===== config.mk =====
export PLATFORM = sky130hd
export DESIGN_NAME = alu_mp_seq
export DESIGN_NICKNAME = d
export VERILOG_FILES = /design/src/rtl/alu_mp_pkg.sv /design/src/rtl/alu.sv /design/src/rtl/alu_mp_seq.sv
export SDC_FILE = /design/constraint.sdc
export NUM_CORES = 1
export LEC_CHECK = 0
export CORE_UTILIZATION = 35
export CTS_CLUSTER_SIZE = 30
export DETAILED_ROUTE_END_ITERATION = 7
export HOLD_SLACK_MARGIN = 0.1
export PLACE_DENSITY = 0.68
export SLEW_MARGIN = 10
export SYNTH_ARGS = -nofsm -noshare
export SYNTH_HDL_FRONTEND = slang
export SYNTH_SLANG_ARGS = --single-unit

===== constraint.sdc =====
create_clock -name clk -period 4.9 [get_ports clk]
set_input_delay 0.98 -clock clk [delete_from_list [all_inputs] [get_ports clk]]
set_output_delay 0.98 -clock clk [all_outputs]
set_load 0.05 [all_outputs]

===== src/rtl/alu_mp_pkg.sv =====
// Shared definitions for the multi-precision add/subtract sequencer:
// command encodings, FSM state type and first-word carry helpers.
package alu_mp_pkg;

    localparam logic [1:0] CMD_ADD = 2'd0;
    localparam logic [1:0] CMD_ADC = 2'd1;
    localparam logic [1:0] CMD_SUB = 2'd2;
    localparam logic [1:0] CMD_SBB = 2'd3;

    typedef enum logic [1:0] {
        IDLE = 2'd0,
        RUN  = 2'd1,
        DONE = 2'd2
    } state_t;

    // Subtraction is a + ~b + carry, so SUB/SBB only differ from ADD/ADC in b inversion.
    function automatic logic cmd_is_sub(input logic [1:0] cmd);
        return (cmd == CMD_SUB) || (cmd == CMD_SBB);
    endfunction

    function automatic logic cmd_cin0(input logic [1:0] cmd, input logic cin);
        logic c;
        case (cmd)
            CMD_ADD: c = 1'b0;
            CMD_ADC: c = cin;
            CMD_SUB: c = 1'b1;
            default: c = cin;
        endcase
        return c;
    endfunction

endpackage


===== src/rtl/alu.sv =====
// Shared combinational N-bit ALU; also defines the ALU_* operation codes
// used by its initiators.
`ifndef ALU_OPS_DEFINED
`define ALU_OPS_DEFINED
`define ALU_ADD   3'd0
`define ALU_SUB   3'd1
`define ALU_AND   3'd2
`define ALU_OR    3'd3
`define ALU_XOR   3'd4
`define ALU_PASSB 3'd5
`endif

module alu #(
    parameter int N = 8
) (
    input  logic [2:0]   op,
    input  logic [N-1:0] a,
    input  logic [N-1:0] b,
    input  logic         cin,
    output logic [N-1:0] y,
    output logic         cout,
    output logic         ovf,
    output logic         zero,
    output logic         sign
);

    logic [N-1:0] bb;
    logic [N:0]   sum;

    // ALU_SUB is a + ~b + cin: cin=1 gives a plain subtract, cin=0 a borrow-in.
    always_comb begin
        bb   = (op == `ALU_SUB) ? ~b : b;
        sum  = {1'b0, a} + {1'b0, bb} + {{N{1'b0}}, cin};
        y    = '0;
        cout = 1'b0;
        ovf  = 1'b0;
        case (op)
            `ALU_ADD, `ALU_SUB: begin
                y    = sum[N-1:0];
                cout = sum[N];
                ovf  = (a[N-1] == bb[N-1]) && (sum[N-1] != a[N-1]);
            end
            `ALU_AND:   y = a & b;
            `ALU_OR:    y = a | b;
            `ALU_XOR:   y = a ^ b;
            `ALU_PASSB: y = b;
            default:    y = '0;
        endcase
    end

    assign zero = (y == '0);
    assign sign = y[N-1];

endmodule


===== src/rtl/alu_mp_seq.sv =====
// Multi-precision add/subtract sequencer: drives one alu word per cycle, LSW first.
// Optional build macro ALU_MP_SEQ_ABORT_EN adds an `abort` input that cancels a RUN.
module alu_mp_seq
    import alu_mp_pkg::*;
#(
    parameter int N     = 8,
    parameter int WORDS = 4
) (
    input  logic               clk,
    input  logic               rst,
`ifdef ALU_MP_SEQ_ABORT_EN
    input  logic               abort,
`endif
    input  logic               in_valid,
    output logic               in_ready,
    input  logic [1:0]         in_cmd,
    input  logic               in_cin,
    input  logic [N*WORDS-1:0] in_a,
    input  logic [N*WORDS-1:0] in_b,
    output logic               out_valid,
    input  logic               out_ready,
    output logic [N*WORDS-1:0] out_res,
    output logic               out_cout,
    output logic               out_ovf,
    output logic               out_sign,
    output logic               out_zero,
    output state_t             dbg_state
);

    localparam int W  = N * WORDS;
    localparam int IW = (WORDS > 1) ? $clog2(WORDS) : 1;

    // Handshakes: a transfer happens on a posedge where valid & ready are both 1.
    // in_ready is 1 only in IDLE; out_valid is 1 only in DONE and holds until out_ready.
    state_t          state_q, state_d;
    logic [IW-1:0]   idx_q;
    logic            carry_q;
    logic            sub_q;
    logic [W-1:0]    a_q, b_q;
    logic [W-1:0]    work_q, work_d;
    logic            zero_acc_q;

    logic            accept;
    logic            last_word;
    logic            abort_req;

    logic [N-1:0]    alu_a, alu_b, alu_y;
    logic            alu_cout, alu_ovf, alu_zero, alu_sign;

`ifdef ALU_MP_SEQ_ABORT_EN
    assign abort_req = abort;
`else
    assign abort_req = 1'b0;
`endif

    assign accept    = in_valid && (state_q == IDLE);
    assign last_word = (idx_q == IW'(WORDS - 1));
    assign in_ready  = (state_q == IDLE);
    assign out_valid = (state_q == DONE);
    assign dbg_state = state_q;

    assign alu_a = a_q[idx_q*N +: N];
    assign alu_b = sub_q ? ~b_q[idx_q*N +: N] : b_q[idx_q*N +: N];

    alu #(.N(N)) u_alu (
        .op   (`ALU_ADD),
        .a    (alu_a),
        .b    (alu_b),
        .cin  (carry_q),
        .y    (alu_y),
        .cout (alu_cout),
        .ovf  (alu_ovf),
        .zero (alu_zero),
        .sign (alu_sign)
    );

    always_comb begin
        work_d = work_q;
        work_d[idx_q*N +: N] = alu_y;
    end

    always_ff @(posedge clk) begin
        if (rst) state_q <= IDLE;
        else     state_q <= state_d;
    end

    always_comb begin
        state_d = state_q;
        case (state_q)
            IDLE: if (accept) state_d = RUN;
            RUN: begin
                if (abort_req)      state_d = IDLE;
                else if (last_word) state_d = DONE;
            end
            DONE: if (out_ready) state_d = IDLE;
            default: state_d = IDLE;
        endcase
    end

    // Words build up in work_q so the visible result only changes when an op completes;
    // an aborted op therefore leaves the previous result untouched.
    always_ff @(posedge clk) begin
        if (rst) begin
            idx_q      <= '0;
            carry_q    <= 1'b0;
            sub_q      <= 1'b0;
            a_q        <= '0;
            b_q        <= '0;
            work_q     <= '0;
            zero_acc_q <= 1'b0;
            out_res    <= '0;
            out_cout   <= 1'b0;
            out_ovf    <= 1'b0;
            out_sign   <= 1'b0;
            out_zero   <= 1'b0;
        end else begin
            case (state_q)
                IDLE: begin
                    if (accept) begin
                        a_q        <= in_a;
                        b_q        <= in_b;
                        sub_q      <= cmd_is_sub(in_cmd);
                        carry_q    <= cmd_cin0(in_cmd, in_cin);
                        idx_q      <= '0;
                        work_q     <= '0;
                        zero_acc_q <= 1'b1;
                    end
                end
                RUN: begin
                    if (abort_req) begin
                        idx_q <= '0;
                    end else begin
                        carry_q    <= alu_cout;
                        work_q     <= work_d;
                        zero_acc_q <= zero_acc_q & alu_zero;
                        if (last_word) begin
                            idx_q    <= '0;
                            out_res  <= work_d;
                            out_cout <= alu_cout;
                            out_ovf  <= alu_ovf;
                            out_sign <= alu_sign;
                            out_zero <= zero_acc_q & alu_zero;
                        end else begin
                            idx_q <= idx_q + IW'(1);
                        end
                    end
                end
                default: ;
            endcase
        end
    end

endmodule

After elaboration in Yosys (flattened, before gate mapping)

Index checks and enable logic that the tools add are counted.

Flip-flop bits (word level): 139
Input port bits: 71
Output and inout bits: 40
Word-level logic and storage cells: 60

Add/subtract/negate cells: 4
Equal/unequal tests: 10
Shift operators: 4
Multiplexer cells: 16
Bitwise operators: 2
Reductions and logical operators: 11

Operators with widths:

| operator                | number |
|---|---|
| $pmux 32 s2             | 1 |
| $shiftx 32x6->8         | 2 |
| $neg 5->34              | 1 |
| $shift 8x34->32 const A | 1 |
| $shiftx 8x34->32        | 1 |
| $bwmux 32               | 1 |
| $mux 32                 | 1 |
| $mux 2                  | 5 |
| $add 8x8->9             | 1 |
| $add 9x1->9             | 1 |
| $eq 2x2->1 const B      | 4 |
| $logic_not 8->1         | 1 |
| $mux 8                  | 1 |
| $not 8->8               | 1 |
| $pmux 1 s2              | 3 |
| $pmux 2 s3              | 1 |
| $reduce_and 2->1        | 3 |
| $logic_not 2->1         | 2 |
| $ne 2x1->1 const B      | 2 |
| $pmux 2 s2              | 1 |
| $reduce_and 3->1        | 1 |
| $add 2x1->2 const B     | 1 |
| $eq 2x1->1 const B      | 1 |
| $logic_and 1x1->1       | 2 |
| other kinds (7)         | 8 |

Longest topological paths before layout

Depth after elaboration: 8
Mapped depth: 12
Gate-level depth less buffers: 10

Hierarchy

From an unflattened synthesis, not the netlist that was laid out.

Cell total of the unflattened synthesis: 780
Area, all modules: 7046.8 um^2

By module, submodules not included:

| module     | times used | cells an instance | area an instance (um^2) | sequential area each (um^2) |
|---|---|---|---|---|
| alu_mp_seq | 1          | 638               | 6002.0                  | 2782.7 |
| alu        | 1          | 142               | 1044.8                  | 0.0 |

Worst setup path after synthesis

Ideal clock, no wire load.

Kind: register -> register
Start: reg idx_q[1]
End: reg out_zero
Library setup time: 0.068 ns
Arrival: 3.491 ns
Required time: 4.832 ns
Setup slack: 1.341 ns
Cell stages (with the launch flop): 13
Buffers on the path: 2
Period minus slack after synthesis: 3.559 ns
Cell sequence: dfxtp_1 -> clkbuf_1 -> buf_2 -> mux4_2 -> xnor2_1 -> fa_1 -> fa_1 -> nor2b_4 -> o31ai_2 -> a21oi_2 -> xor2_2 -> or4_4 -> o21ai_2

Longest elaborated chain between the ends: 7
Elaborated cells between the ends (all ways): 10
Those cells by class: 2 x add/sub; 1 x eq/ne; 2 x shift; 1 x mux; 2 x bitwise; 2 x reduce/logical

RTL lines:

| what                   | line              | RTL |
|---|---|---|
| start, declared        | alu_mp_seq.sv:36  | `logic [IW-1:0] idx_q;` |
| start signal, assigned | alu_mp_seq.sv:144 | `idx_q <= idx_q + IW'(1);` |
| $shiftx 32x6->8        | alu_mp_seq.sv:63  | `assign alu_b = sub_q ? ~b_q[idx_q*N +: N] : b_q[idx_q*N +: N];` |
| $not 8->8              | alu_mp_seq.sv:63  |  |
| $mux 8                 | alu_mp_seq.sv:63  |  |
| $add 8x8->9            | alu.sv:33         | `sum = {1'b0, a} + {1'b0, bb} + {{N{1'b0}}, cin};` |
| $add 9x1->9            | alu.sv:33         |  |
| $logic_not 8->1        | alu.sv:51         | `assign zero = (y == '0);` |
| $and 1x1->1            | alu_mp_seq.sv:142 | `out_zero <= zero_acc_q & alu_zero;` |
| end signal, assigned   | alu_mp_seq.sv:142 |  |
| end, declared          | alu_mp_seq.sv:26  | `output logic out_zero,` |

Parallel ways exist; a longest one is shown, timed or not.
A chain may end at the register's enable or synchronous reset.

Worst setup path after layout

Start: reg idx_q[0]
End: reg out_zero

Same word-level chain as after synthesis.

==> run summary <==
R2R Path Start -> idx_q[0]
final wirelength -> 15580 µm
Detail Placement HPWL -> 10330 µm
CTS tree -> built
Overflow after GRT -> 0
sequential share of the synthesized area -> 45.60%
Final ANT Viol Nets -> 0
post-synthesis compound-gate area fraction -> 16.55%
Synth cell types -> 51
adder-cell share of the synthesized area -> 3.322%
Ports -> 111
outcome -> finished clean
setup TNS -> 0 ns
Avg Cell Area, Syn -> 8.452 µm²
Remaining DRCs -> 0
EDFF count, synth -> 0
first-pass GRT wire length -> 25140 µm
worst slew pin tran -> 1.113 ns
crit-path cells -> mux4_2 > xnor2_1 > fa_1 > fa_1 > nor2b_4 > o31ai_2 > a21oi_2 > xor2_2 > or4_4 > o21ai_2
Initial Utilization -> 36.28%
hold path endpoint -> a_q[20]
PwrDens -> 386.1 mW/mm²
CP endpoint kind -> register
Setup Viol. Count Final -> 0
HP Class -> reg -> reg
largest net degree at the start of global routing -> 79
IO buf count -> 110
cts repair resizes -> 0
Root Buffer -> clkbuf_16
FMAX -> 270.4 MHz
CTS buffer count -> 17
worst vdd ir -> 0.2814 mV
number of buffer and inverter stages on the critical path -> 0
Reg-to-Reg End -> out_zero
reg2reg path depth -> 10
hold depth -> 2
GR Util All Layers -> 17.74%
vias in the first global route -> 4874
Min Hold Slack -> 0.4524 ns
Top Family by Delay on Critical Path -> adder cells
relative slew slack -> 25.81%
final net count -> 892
worst-skew pair later-pin latency -> 0.42 ns
antenna cell count -> 0
Final Cycle Share -> 75.48%
gpl congestion -> 0.8270
crit path time final -> 3.698 ns
CP Data Arrival Time -> 4.05 ns
Max clock buf depth -> 2
Worst setup SP type -> register
Worst-path clk slew -> 0.06 ns
synthesis-stage register bit count -> 139
Initial DRT Pass Iterations -> 5
# fillers -> 1680
fraction of layout cells with a size suffix above 1 -> 8.791%
top_reg_cell synth -> dfxtp_1
Most Frequent Cell on Critical Path -> fa_1
commonest non-fill, non-tap cell in the layout -> nand2_1
r2r setup slk -> 1.20 ns
Synth top area share -> 45.60%
worst-path maximum fanout -> 10
Pleak -> 0.002940 µW
hold_sp -> a_q[20]
CTS H-Tree Depth -> 4
FP Rows -> 47
Core Area -> 0.01682 mm²
routed len/inst -> 15.00 µm
initial antenna violation count -> 0
FFs w/ async S/R, synth -> 0%
Slowest-stage cell, CP -> dfxtp_1
dpl cell area -> 0.007332 mm²
synth top area cells -> dfxtp_1, nand2_1, a21oi_1
CTS Sinks -> 139
critical path class -> reg -> reg
synthesis-to-layout area growth -> 31.60%
1st-iter DRT viols -> 472
Yosys Warn Count -> 0
pins over their slew limit -> 0
commonest cells after routing, fill and taps aside -> nand2_1, dfxtp_1, clkdlybuf4s50_1, nor2_1, a21oi_1
cell taking the most area after synthesis -> dfxtp_1
crit-path max cell delay -> 0.70 ns
Design Area, Final -> 0.008030 mm²
RSZ-0062 raised after global routing -> false
mux cell area share after synthesis -> 6.069%
Mapped Nets -> 808
Mapped Area -> 0.006102 mm²
Vert. Die Dim -> 134.0 µm
Cells after Synth -> 722
simple-gate share of the synthesized area -> 22.27%
vias per cell -> 5.161
hold buffer count at cts -> 0
final design utilization -> 47.75%
CP Data Required Time -> 5.25 ns
# Max-Cap Violations -> 0
Final Skew -> 0.009476 ns
Chip Width -> 134.0 µm
via count -> 5362
die area -> 0.01797 mm²
Post-CTS Setup Inserts -> 0
largest family of logic cells by synthesized area -> simple AND/OR/NAND/NOR gates
xor/xnor share of the synthesized area -> 2.112%
Final Hold Violating Endpoints -> 0
-- where the power goes --
part	switching [µW]	internal, µW
registers	26.2	1170
clock network	488	1030
logic	225	156
total	739	2360
-- cell usage after synthesis, types with 2 or more instances --
master,n
buf_1,6
a221oi_1,12
mux4_2,16
ha_1,13
xnor2_1,3
o21ai_1,2
nand2b_1,6
a21oi_1,84
xor2_1,8
o2bb2ai_1,20
clkbuf_1,40
dfxtp_1,139
a22oi_1,22
fa_1,2
clkinv_1,2
nor2_1,98
nand3_1,13
nand2_1,147
nand3b_1,2
and2_1,2
a21oi_2,2
nand4_1,2
o21ai_0,5
inv_1,8
buf_2,7
or4_1,2
nor3_1,33
nor2b_1,2
nor4_1,2
-- routing by layer --
layer  global-route usage [%]  vias to the layer above  part of all wire [%]
met3                    4.006                       14                   5.3
met2                    28.53                      187                    49
met1                    23.80                     2492                    45
li1                         -                     2669                     -
met5                        0                        -                     0
met4                    5.119                        0                   1.0
-- layout make-up --
class	count	area (µm²)	area share, %
multi-input combinational	519	3074	38.28
sequential	139	2783	34.65
timing repair buffer	118	1159	14.43
clock buffer	21	460.4	5.734
tap	220	275.3	3.428
clock inverter	11	237.7	2.960
inverter	11	41.29	0.5142
-- flip-flops by register name, summed over array words and instances, names as in the netlist --
| signal | flops |
|---|---|
| a_q | 32 |
| b_q | 32 |
| out_res | 32 |
| work_q | 32 |
| dbg_state | 2 |
| idx_q | 2 |
| carry_q | 1 |
| out_cout | 1 |
| out_ovf | 1 |
| out_sign | 1 |
| out_zero | 1 |
| sub_q | 1 |
| zero_acc_q | 1 |
-- through the flow --
stage | cells | setup slack (ns) | total power, µW
after detailed placement | 1007 | 1.182 | 1598
after global placement | 1007 | 1.245 | 1594
after CTS | 1039 | 1.166 | 3110
after floorplan | 722 | 1.341 | 1462
after global routing | 1039 | 1.022 | 3209
final | 1039 | 1.202 | 3100
-- logic make-up (layout without fill, tap and decap cells) --
kind of cell | Yosys count | in the layout
buf+inv | 64 | 161
fa+ha+maj | 15 | 15
flops | 139 | 139
mux | 17 | 17
xor+xnor | 13 | 13
compound gates | 157 | 157
simple gates | 317 | 317
-- worst min-delay path: cells and delay by family (launching register included) --
kind,cells,cell delay [ns]
compound gates,1,0.05
flops,1,0.31
simple gates,1,0.05
-- how the worst max path moves through the flow --
stage | start | endpoint | cells after the start
2_1_floorplan | idx_q[1] | out_zero | 12
3_5_place_dp | idx_q[0] | out_zero | 10
5_1_grt | idx_q[0] | out_zero | 10
6_report | idx_q[0] | out_zero | 10
3_3_place_gp | idx_q[0] | out_zero | 10
4_1_cts | idx_q[0] | out_zero | 10
(Power assumes the default switching activity.)
